<file path="config.mk">
export PLATFORM = sky130hd
export DESIGN_NAME = universal_shift_reg
export DESIGN_NICKNAME = d
export VERILOG_FILES = /design/src/rtl/usr_pkg.sv /design/src/rtl/usr_bit_slice.sv /design/src/rtl/universal_shift_reg.sv
export SDC_FILE = /design/constraint.sdc
export NUM_CORES = 1
export LEC_CHECK = 0
export ABC_CLOCK_PERIOD_IN_PS = 1400
export CORE_AREA = 10 10 47 49
export CTS_CLUSTER_SIZE = 28
export DETAILED_ROUTE_END_ITERATION = 10
export DIE_AREA = 0 0 57 59
export GPL_TIMING_DRIVEN = 1
export PLACE_DENSITY = 0.47
export SYNTH_ARGS = -nofsm -noshare
export SYNTH_HDL_FRONTEND = slang
export SYNTH_SLANG_ARGS = --single-unit
</file>
<file path="constraint.sdc">
create_clock -name clk -period 1.4 [get_ports clk]
set_input_delay 0.28 -clock clk [delete_from_list [all_inputs] [get_ports clk]]
set_output_delay 0.28 -clock clk [all_outputs]
set_load 0.01 [all_outputs]
</file>
<file path="src/rtl/usr_pkg.sv">
// Shared constants for the universal shift register: mode encodings and default width.
package usr_pkg;

    localparam logic [1:0] MODE_HOLD = 2'b00;
    localparam logic [1:0] MODE_SHR  = 2'b01;
    localparam logic [1:0] MODE_SHL  = 2'b10;
    localparam logic [1:0] MODE_LOAD = 2'b11;

    localparam int USR_DEFAULT_WIDTH = 4;

endpackage

</file>
<file path="src/rtl/usr_bit_slice.sv">
// One bit of the universal shift register: 4:1 mode mux feeding a flop with synchronous reset.
module usr_bit_slice
    import usr_pkg::*;
(
    input  logic       clk,
    input  logic       rst,
    input  logic [1:0] mode,
    input  logic       shr_src,
    input  logic       shl_src,
    input  logic       load,
    output logic       q
);

    logic d;

    // Any select value that is not a defined mode (including X/Z) falls to hold.
    always_comb begin
        d = q;
        case (mode)
            MODE_HOLD: d = q;
            MODE_SHR:  d = shr_src;
            MODE_SHL:  d = shl_src;
            MODE_LOAD: d = load;
            default:   d = q;
        endcase
    end

    always_ff @(posedge clk) begin
        if (rst) begin
            q <= 1'b0;
        end else begin
            q <= d;
        end
    end

endmodule

</file>
<file path="src/rtl/universal_shift_reg.sv">
// Universal shift register (hold / shift right / shift left / parallel load).
// Define USR_SERIAL_OUT_EN to expose so_r/so_l cascade taps.
module universal_shift_reg
    import usr_pkg::*;
#(
    parameter int WIDTH = USR_DEFAULT_WIDTH
) (
    input  logic             clk,
    input  logic             rst,
    input  logic             s1,
    input  logic             s0,
    input  logic             sr,
    input  logic             sl,
    input  logic [WIDTH-1:0] pdin,
`ifdef USR_SERIAL_OUT_EN
    output logic             so_r,
    output logic             so_l,
`endif
    output logic [WIDTH-1:0] pdout
);

    logic [1:0]       mode;
    logic [WIDTH-1:0] shr_vec;
    logic [WIDTH-1:0] shl_vec;

    assign mode    = {s1, s0};
    // Neighbour vectors: each slice takes its bit of the already-shifted word.
    assign shr_vec = {sr, pdout[WIDTH-1:1]};
    assign shl_vec = {pdout[WIDTH-2:0], sl};

    for (genvar i = 0; i < WIDTH; i++) begin : g_slice
        usr_bit_slice u_slice (
            .clk     (clk),
            .rst     (rst),
            .mode    (mode),
            .shr_src (shr_vec[i]),
            .shl_src (shl_vec[i]),
            .load    (pdin[i]),
            .q       (pdout[i])
        );
    end

`ifdef USR_SERIAL_OUT_EN
    assign so_r = pdout[0];
    assign so_l = pdout[WIDTH-1];
`endif

endmodule

</file>
==> run metrics, run 1 <==
Pwr Density 909 nW/um2; final setup fails 0; Post-CTS Setup Repair Bufs 0; Worst Path Buf+Inv 1; reg2reg path depth 2; r2r startpoint g_slice[2].u_slice.q; Tcrit/Tclk final 91.6%; routed vias 187; GPL Wtd Cong 0.698; residual DRC count 0; Max Freq 780 MHz; CP Cell Sequence clkdlybuf4s50_1 -> mux4_2 -> nor2b_1; average cell area after synthesis 14.3 um2; Seq/Total Area, Yosys 35.0%; die height 59 um; worst hold slack 0.673 ns; worst-margin pin slew 0.211 ns; fin crit period 1.28 ns; CP max FO 2; wire per inst 13.7 um; Crit Reg-Reg Endpoint g_slice[3].u_slice.q; TritonCTS clock tree done; Area growth syn-to-layout 62.8%; Yosys reg bits 4; Finished Layout Cells 45; die width 57 um; vias in the first global route 231; Startpoint Class input port; worst vdd ir 290 uV; Inst Count DP 42; initial antenna violation count 0; latest clock arrival within the worst-skew pair 0.23 ns; Yosys warning count 0; critical path's largest stage delay 0.50 ns; total CTS buffers 3; Netlist cell types 5; Fillers 161; Max clock buf depth 2; design area 373 um2; Final Util 26.6%; wirelength, routed 616 um; outcome finished clean; DRT Pass-1 Iters 2; RSZ-0062 raised after global routing false; hold_sp rst; Root Driver clkbuf_4; top flop regs g_slice.u_slice.q (4); Mapped Cells 16; setup slack, reg-to-reg 0.34 ns; CTS Sinks 4; Mapped Area 229 um2; n_diodes 0; largest net degree at the start of global routing 5; Layout Skew 0.000667 ns; area of the multi-input gates 119 um2; nets 41; die area 3360 um2; Core Area 1400 um2; total grt overflow 0; CP arrival 1.40 ns; Initial Utilization 16.3%; IO buf count 13; first-pass GRT wire length 1050 um; delay-heaviest family, CP buffers and inverters; slowest CP cell clkdlybuf4s50_1; CP Class in2reg; LEAKAGE 0.159 nW; Hold Path Sink g_slice[1].u_slice.q; CTS clk-pin slew, worst paths 0.04 ns; setup TNS 0 ns; max reg flops 4; Biggest register g_slice.u_slice.q; Avg Vias per Cell 4.16; DP Area 357 um2; hold depth 2; layout cells sized above 1 24.1%; CP endpoint kind flip-flop; row count 14; Ports 14; total track usage 4.55%; number of H-tree levels 1; Hold Crit Class in2reg; Slew HR 86.0%; Critical Path RT 1.52 ns; final hold violation count 0; Crit. Startpoint s0; max capacitance violation total 0; register area 80.1 um2; iteration-0 DRC count of the detailed router 2; max-slew violations 0; Antenna Violating Nets Remaining 0; syn nets 26
## power breakdown
group	internal, W	switching, W
registers	0.000122	0.00000687
clock network	0.0000957	0.0000447
logic	0.0000509	0.0000183
total	0.000269	0.0000699
## through the flow
step | total power, W | setup WS (ns)
after detailed placement | 0.000208 | -0.304
final | 0.000339 | 0.118
after global placement | 0.000208 | -0.286
after floorplan | 0.000167 | 0.376
after CTS | 0.000350 | 0.118
after global routing | 0.000369 | 0.101
## placed cells by master (no fill, tap or decap)
cell type,Yosys,routed
dlygate4sd2_1,0,5
clkbuf_4,0,3
mux4_1,1,1
buf_4,4,1
nor2b_1,4,4
mux4_2,3,3
clkdlybuf4s50_1,0,8
dfxtp_1,4,4
## synth_stat cells, drive strengths merged
master,number,area share (%)
dfxtp,4,35
buf,4,13
nor2b,4,11
mux4,4,41
## worst reg2reg max path, delay by kind of cell, from the launching register on
kind | cells | cell delay, ns
mux | 1 | 0.49
flops | 1 | 0.32
simple gates | 1 | 0.14
## worst max path at each step
stage / depth (start not counted) / slack, ns / endpoint
finish: 3 / 0.12 / g_slice[2].u_slice.q
CTS: 3 / 0.12 / g_slice[2].u_slice.q
global placement: 3 / -0.29 / g_slice[3].u_slice.q
floorplan: 2 / 0.38 / g_slice[3].u_slice.q
global route: 3 / 0.10 / g_slice[2].u_slice.q
detailed placement: 3 / -0.30 / g_slice[3].u_slice.q
## layout make-up
cell class,count,area share (%)
Multi-Input combinational cell,8,31.9
Timing Repair Buffer,14,35.2
Clock buffer,3,6.04
Sequential cell,4,21.5
Tap cell,16,5.37
## kinds of logic after synthesis
| kind of cell | after synthesis | share of synthesized area, % |
|---|---|---|
| mux | 4 | 41.0 |
| flops | 4 | 35.0 |
| simple gates | 4 | 10.9 |
| buf+inv | 4 | 13.1 |
## per-layer routing
metal / vias up / wire length (um) / GRT usage (%)
met2: 16 / 235 / 4.96
met5: - / 0 / 0
met4: 0 / 0 / 3.02
met3: 0 / 140 / 7.08
li1: 83 / - / -
met1: 88 / 240 / 3.71
## repair_timing
item,in CTS,in global routing
resized for setup,5,0
setup endpoints to repair,5,0
hold buffers,0,0
(Power assumes the default switching activity.)
==> run 2, diff against run 1 <==
--- a/constraint.sdc
+++ b/constraint.sdc
@@ -3,2 +3,2 @@
 set_output_delay 0.28 -clock clk [all_outputs]
-set_load 0.01 [all_outputs]
+set_load 0.1 [all_outputs]
==> run 2 against run 1 <==
  * First-iteration DRC count down 50%
  * Flip-flop and latch count unchanged
  * Final area is 12% higher
  * Total power up 23%
  * Combinational power is 100% higher
  * Critical path depth unchanged
  * Hold slack better by 0.013 ns
  * Maximum frequency decreased by 0.94%
  * Critical endpoint unchanged
  * Largest power group unchanged
==> run metrics, run 2 (same netlist as run 1, synthesis figures left out) <==
Hold Crit Class in2reg; row count 14 (unchanged); design area 418 um2 (+12%); register area 80.1 um2 (unchanged); Core Area 1400 um2 (unchanged); reg2reg path depth 2 (unchanged); routed vias 184 (-1.6%); hold depth 2 (unchanged); nets 41 (unchanged); IO buf count 13 (unchanged); Initial Utilization 16.3% (unchanged); first-pass GRT wire length 986 um (-5.9%); initial antenna violation count 0 (unchanged); outcome finished clean; worst-margin pin slew 0.212 ns (+0.00137 ns); iteration-0 DRC count of the detailed router 1 (-1); die area 3360 um2 (unchanged); Tcrit/Tclk final 92.5% (+0.87 points); most frequent cells in the layout clkdlybuf4s50_1, nor2b_1, dfxtp_1, buf_12; Startpoint Class input port; fin crit period 1.29 ns (+0.0122 ns); Root Driver clkbuf_4; Inst Count DP 42 (unchanged); DP Area 397 um2 (+11%); TritonCTS clock tree done; total CTS buffers 3 (unchanged); worst vdd ir 300 uV (+3.4%); Slew HR 85.9% (-0.092 points); LEAKAGE 0.163 nW (+2.5%); Worst Slack Setup Final 0.106 ns (-0.0122 ns); DRT Pass-1 Iters 2 (unchanged); Post-CTS Setup Repair Bufs 0 (unchanged); RSZ-0062 raised after global routing false; total grt overflow 0 (unchanged); wire per inst 13.9 um (+1.5%); CTS Sinks 4 (unchanged); latest clock arrival within the worst-skew pair 0.23 ns (about the same); CTS clk-pin slew, worst paths 0.04 ns (about the same); final hold violation count 0 (unchanged); max capacitance violation total 0 (unchanged); Layout Skew 0.00152 ns (+0.000848 ns); n_diodes 0 (unchanged); Pwr Density 1000 nW/um2 (+10%); DP Worst Slack -0.299 ns (+0.00433 ns); area of the multi-input gates 119 um2 (unchanged); Avg Vias per Cell 4.09 (-1.6%); CP endpoint kind flip-flop; layout cells sized above 1 37.9% (+14 points); Max Freq 773 MHz (-0.94%); Finished Layout Cells 45 (unchanged); number of H-tree levels 1 (unchanged); Area growth syn-to-layout 82.5%; largest net degree at the start of global routing 5 (unchanged); max-slew violations 0 (unchanged); top flop regs g_slice.u_slice.q (4); commonest non-fill, non-tap cell in the layout clkdlybuf4s50_1; residual DRC count 0 (unchanged); final setup fails 0 (unchanged); hpwl dp 554 um; Ports 14 (unchanged); wirelength, routed 625 um (+1.5%); Max clock buf depth 2 (unchanged); total track usage 4.02% (-0.53 points); max reg flops 4 (unchanged); CP Class in2reg; die height 59 um (unchanged); setup TNS 0 ns (unchanged); Critical Path RT 1.52 ns (about the same); Biggest register g_slice.u_slice.q; GPL Wtd Cong 0.701 (+0.40%); Antenna Violating Nets Remaining 0 (unchanged); die width 57 um (unchanged); CP arrival 1.41 ns (about the same); Fillers 149 (-7.5%); CP max FO 2 (unchanged); vias in the first global route 224 (-3.0%)
[run 2: area by class of cell]
type / count / area share [%]
well taps: 16 / 4.79
repair buffers: 14 / 42.2
multi-input cells: 8 / 28.4
clock buffers: 3 / 5.39
flip-flops and latches: 4 / 19.2
[run 2: final timing paths]
check	from	end	slack, ns
setup / recovery	s0	g_slice[2].u_slice.q	0.11
hold / removal	rst	g_slice[1].u_slice.q	0.69
setup reg to reg	g_slice[2].u_slice.q	g_slice[3].u_slice.q	0.30
hold reg to reg	g_slice[0].u_slice.q	g_slice[0].u_slice.q	0.79
[run 2: metrics by stage]
step                      hold WS [ns]  total power [W]  utilization (%)
final                            0.686         0.000418             29.8
after floorplan                  0.352         0.000218                -
after global placement           0.766         0.000277             28.3
after detailed placement         0.775         0.000279             28.3
after global routing             0.712         0.000439             29.8
after CTS                        0.697         0.000429             29.8
[run 2: critical path, cell delays in order]
cell and delay, ns:
clkdlybuf4s50_1 0.50, mux4_2 0.50, nor2b_1 0.14
[run 2: metal layers]
layer / vias up / global-route usage [%] / part of all wire (%)
li1: 84 / - / -
met1: 86 / 3.69 / 40
met2: 14 / 4.50 / 37
met3: 0 / 5.15 / 22
met4: 0 / 3.02 / 0
met5: - / 0 / 0
[run 2: repair_timing]
item | in CTS | in global routing
setup endpoints to repair | 2 | 0
resized for setup | 1 | 0
hold buffers | 0 | 0
[run 2: report_power, final]
group          internal, W  switching, W
combinational    0.0000715     0.0000704
clock            0.0000959     0.0000476
sequential        0.000122     0.0000105
total             0.000290      0.000129
==> run 3, diff against run 2 <==
SLEW_MARGIN = 15   (was unset)
==> results of run 3 <==
Same layout as run 2: the final DEF is identical, and so are final timing and power.
